==> src/rtl/piso_serializer_32bit.sv <==
// Parallel-in/serial-out word serializer with a one-word holding register.
// Streams words gaplessly with word_start/word_done framing strobes.
module piso_serializer_32bit #(
    parameter int unsigned WIDTH     = 32,
    parameter bit          MSB_FIRST = 1'b1
) (
    input  logic             clock,
    input  logic             reset,
    input  logic [WIDTH-1:0] data_in,
    input  logic             data_valid,
    output logic             data_ready,
    output logic             serial_out,
    output logic             serial_valid,
    output logic             word_start,
    output logic             word_done,
    output logic             busy
);

    localparam int unsigned CNT_W = $clog2(WIDTH);
    localparam logic [CNT_W-1:0] LAST_BIT = CNT_W'(WIDTH - 1);

    localparam logic [0:0] IDLE  = 1'b0;
    localparam logic [0:0] SHIFT = 1'b1;

    logic [0:0]       state;
    logic [WIDTH-1:0] hold_reg;
    logic             hold_full;
    logic [WIDTH-1:0] shift_reg;
    logic [WIDTH-1:0] shift_next;
    logic [CNT_W-1:0] bit_cnt;
    logic             accept;
    logic             transfer;
    logic             at_last;

    assign at_last    = (bit_cnt == LAST_BIT);
    assign data_ready = !hold_full && !reset;
    assign accept     = data_valid && data_ready;
    // Reload on the last bit of the current word keeps the stream gapless.
    assign transfer   = hold_full && ((state == IDLE) || at_last);

    always_comb begin
        shift_next = '0;
        if (MSB_FIRST) begin
            shift_next = {shift_reg[WIDTH-2:0], 1'b0};
        end else begin
            shift_next = {1'b0, shift_reg[WIDTH-1:1]};
        end
    end

    always_ff @(posedge clock) begin
        if (reset) begin
            state     <= IDLE;
            hold_reg  <= '0;
            hold_full <= 1'b0;
            shift_reg <= '0;
            bit_cnt   <= '0;
        end else begin
            if (accept) begin
                hold_reg  <= data_in;
                hold_full <= 1'b1;
            end
            if (transfer) begin
                shift_reg <= hold_reg;
                hold_full <= 1'b0;
                bit_cnt   <= '0;
                state     <= SHIFT;
            end else if (state == SHIFT) begin
                shift_reg <= shift_next;
                if (at_last) begin
                    bit_cnt <= '0;
                    state   <= IDLE;
                end else begin
                    bit_cnt <= bit_cnt + 1'b1;
                end
            end
        end
    end

    always_comb begin
        serial_out   = 1'b0;
        serial_valid = 1'b0;
        word_start   = 1'b0;
        word_done    = 1'b0;
        if (state == SHIFT) begin
            serial_out   = MSB_FIRST ? shift_reg[WIDTH-1] : shift_reg[0];
            serial_valid = 1'b1;
            word_start   = (bit_cnt == '0);
            word_done    = at_last;
        end
    end

    assign busy = (state == SHIFT) || hold_full;

endmodule

==> config.mk <==
export PLATFORM = sky130hd
export DESIGN_NAME = piso_serializer_32bit
export DESIGN_NICKNAME = d
export VERILOG_FILES = /design/src/rtl/piso_serializer_32bit.sv
export SDC_FILE = /design/constraint.sdc
export NUM_CORES = 1
export LEC_CHECK = 0
export ABC_CLOCK_PERIOD_IN_PS = 2100
export CORE_MARGIN = 5
export CORE_UTILIZATION = 55
export DETAILED_ROUTE_END_ITERATION = 12
export GPL_ROUTABILITY_DRIVEN = 0
export PLACE_DENSITY_LB_ADDON = 0.08
export SLEW_MARGIN = 20
export SYNTH_ARGS = -nofsm -noshare
export SYNTH_HDL_FRONTEND = slang
export SYNTH_SLANG_ARGS = --single-unit
==> constraint.sdc <==
create_clock -name clock -period 2.1 [get_ports clock]
set_clock_uncertainty 0.05 [all_clocks]
set_input_delay 0.42 -clock clock [delete_from_list [all_inputs] [get_ports clock]]
set_output_delay 0.42 -clock clock [all_outputs]
set_load 0.02 [all_outputs]
==> run_results.csv <==
group,metric,value,unit
synthesis,synth.most_common_cell,"dfxtp_1",
cells_and_area,drive_gt1_share,9.52,%
sta,fmax,496,MHz
cells_and_area,num_antenna_cells,0,
synthesis,post-synth-top-area-fraction,45.2,%
worst_setup_path,r2r_cells,8,
worst_setup_path,ff2ff_setup_slack,0.14,ns
die,die_h,85.6,microns
worst_setup_path,r2r_end,"bit_cnt[3]",
clock_tree,cts_made_buffers,9,
clock_tree,cts_tree,"done",
routing,via_per_inst,5.59,
synthesis,syn_inst,365,
sta,relSlewSlack,73.6,%
worst_setup_path,required,1.63,ns
routing,wl,6670,microns
worst_setup_path,startpoint,"bit_cnt[1]",
placed_design,dp_hpwl,4140,microns
synthesis,synth_sequential_area_ratio,45.2,%
synthesis,yosysUniqueCellTypes,29,
pwr,power.density,835,nW/um^2
sta,rsz0062_at_grt,"no",
worst_hold_path,min_path_type,"flip-flop to flip-flop",
pwr,irDropWorstVdd,627,uV
sta,min_period,2.01,ns
worst_setup_path,reg2reg_from,"bit_cnt[1]",
clock_tree,clkTransAtPathRegs,0.07,ns
clock_tree,clkLatencyLatePin,0.35,ns
placed_design,port_buffers,40,
grt,grt_overflow_total,0,
grt,track_usage,18.8,%
synthesis,async_flop_share,0,%
worst_setup_path,path_max_fanout,4,
worst_setup_path,endpoint_kind,"output pin",
clock_tree,clkSinkCount,71,
clock_tree,post_cts_buffers,0,
clock_tree,cts_buffer_depth,2,
clock_tree,htreeDepth,3,
grt,grt_pass1_wl,11200,microns
synthesis,syn_area,3150,sq um
grt,grt_max_degree,41,
cells_and_area,nets,433,
sta,period_share,95.9,%
routing,dr_total_vias,2634,
worst_setup_path,setup.worst_path.class,"flip-flop to output pin",
synthesis,syn_nets,403,
routing,drtAntennaViolNets,0,
grt,grt_pass1_vias,2491,
die,die_w,85.6,microns
synthesis,synth_edf_count,0,
pwr,fin_total_pwr,3130,uW
die,io_pins,41,
sta,final_max_slew_viol_count,0,
cells_and_area,area_growth,19.0,%
synthesis,ys.flop_type,"dfxtp_1",
worst_setup_path,slowest_stage,"dfxtp_2",
synthesis,avgSynthCellArea,8.62,sq um
worst_setup_path,slowest_delay,0.34,ns
routing,drt_iter0_drc,112,
synthesis,synth_area_leader_cell,"dfxtp_1",
die,die_area,7330,sq um
clock_tree,root_buffer,"clkbuf_8",
grt,grt_antenna_before_repair,0,
status,status,"finished clean",
sta,whs,0.426,ns
die,rows,27,
sta,hold_violations,0,
synthesis,synth-seq-cells,71,
clock_tree,cts_hold_buf,0,
die,core_region_area,5540,sq um
worst_setup_path,path_cells,"ha_2 > and3_1 > ha_1 > and2_1 > buf_2",
pwr,leakage,0.00134,uW
flow_run,cap_violations,0,
die,start_util,56.8,%
worst_setup_path,critPathLaunchType,"flip-flop",
synthesis,yosys-top-cells-count,"dfxtp_1, nor2_1",
synthesis,synth_warnings,0,
worst_setup_path,crit_end,"word_done",
cells_and_area,utilization,67.6,%
synthesis,synth_area_leaders,"dfxtp_1, a211oi_1, nor3b_1",
routing,drc,0,
worst_setup_path,critical_path_arrival,1.54,ns
routing,first_pass_iters,4,
routing,avgRoutedWirePerCell,14.2,microns
sta,tightest_slew,0.396,ns
sta,finalSetupViolCount,0,
-- critical path: cells and delay by family (launching register included) --
family / cells / cell delay [ns]
adders and majority gates: 2 / 0.36
and+or+nand+nor: 2 / 0.35
buffers and inverters: 1 / 0.16
DFF: 1 / 0.34
-- through the flow --
stage	instance area (sq um)	TNS, ns	cells	setup WS (ns)
after floorplan	3150	0	365	0.343
after global placement	3560	0	456	0.0546
after detailed placement	3560	-0.000670	456	-0.000670
after CTS	3730	0	471	0.0293
after global routing	3740	0	471	0.0209
final	3740	0	471	0.0859
-- layout by cell type (no fill, tap or decap), types with 2 or more instances in the layout --
cell	synthesis	routed
o21ai_0	32	32
clkbuf_1	9	2
ha_1	3	2
clkinv_2	0	2
nor3b_1	31	31
buf_4	4	13
inv_1	3	3
dfxtp_4	0	2
buf_2	17	2
nand2b_1	32	32
nand2_1	32	32
dfxtp_1	71	68
clkbuf_8	0	9
a22oi_1	2	2
a211oi_1	31	31
nor3_1	3	3
mux2i_1	3	3
and2_1	3	3
nor4_1	32	32
xor2_1	2	2
clkdlybuf4s50_1	0	37
nor2_1	40	40
-- final cells by class --
cell class | count | area, sq um
fill | 495 | 1800
multi-input combinational | 255 | 1520
sequential | 71 | 1430
timing repair buffer | 55 | 518
clock buffer | 11 | 131
tap | 72 | 90.1
clock inverter | 4 | 47.5
inverter | 3 | 11.3
-- routing by layer --
metal | vias up | track usage (%) | part of all wire [%]
li1 | 1340 | - | -
met1 | 1237 | 22.5 | 47
met2 | 49 | 31.6 | 47
met3 | 8 | 6.44 | 4.3
met4 | 0 | 5.61 | 1.0
met5 | - | 0 | 0
-- kinds of logic after synthesis --
kind of cell | after synthesis | synth area share [%]
simple gates | 181 | 32.1
flops | 71 | 45.2
compound gates | 66 | 13.2
buf+inv | 39 | 6.84
mux | 3 | 0.954
fa+ha+maj | 3 | 1.19
xor+xnor | 2 | 0.557
-- worst min path at each step --
stage	startpoint	end	slack (ns)	depth (start not counted)
global placement	hold_reg[31]	hold_reg[31]	0.41	2
floorplan	hold_reg[4]	hold_reg[4]	0.40	2
CTS	hold_reg[8]	hold_reg[8]	0.43	2
finish	hold_reg[14]	hold_reg[14]	0.43	2
global route	hold_reg[31]	hold_reg[31]	0.44	2
detailed placement	hold_reg[12]	hold_reg[12]	0.42	2
-- timing repair --
action | 4_1_cts | 5_1_grt
pin swaps | 0 | 1
endpoints found under the setup margin | 5 | 10
gates resized for setup | 7 | 4
-- power by group --
part	switching, uW	internal [uW]
Sequential	78.0	1470
Combinational	291	258
Clock	484	539
Total	853	2270
(Power assumes the default switching activity.)
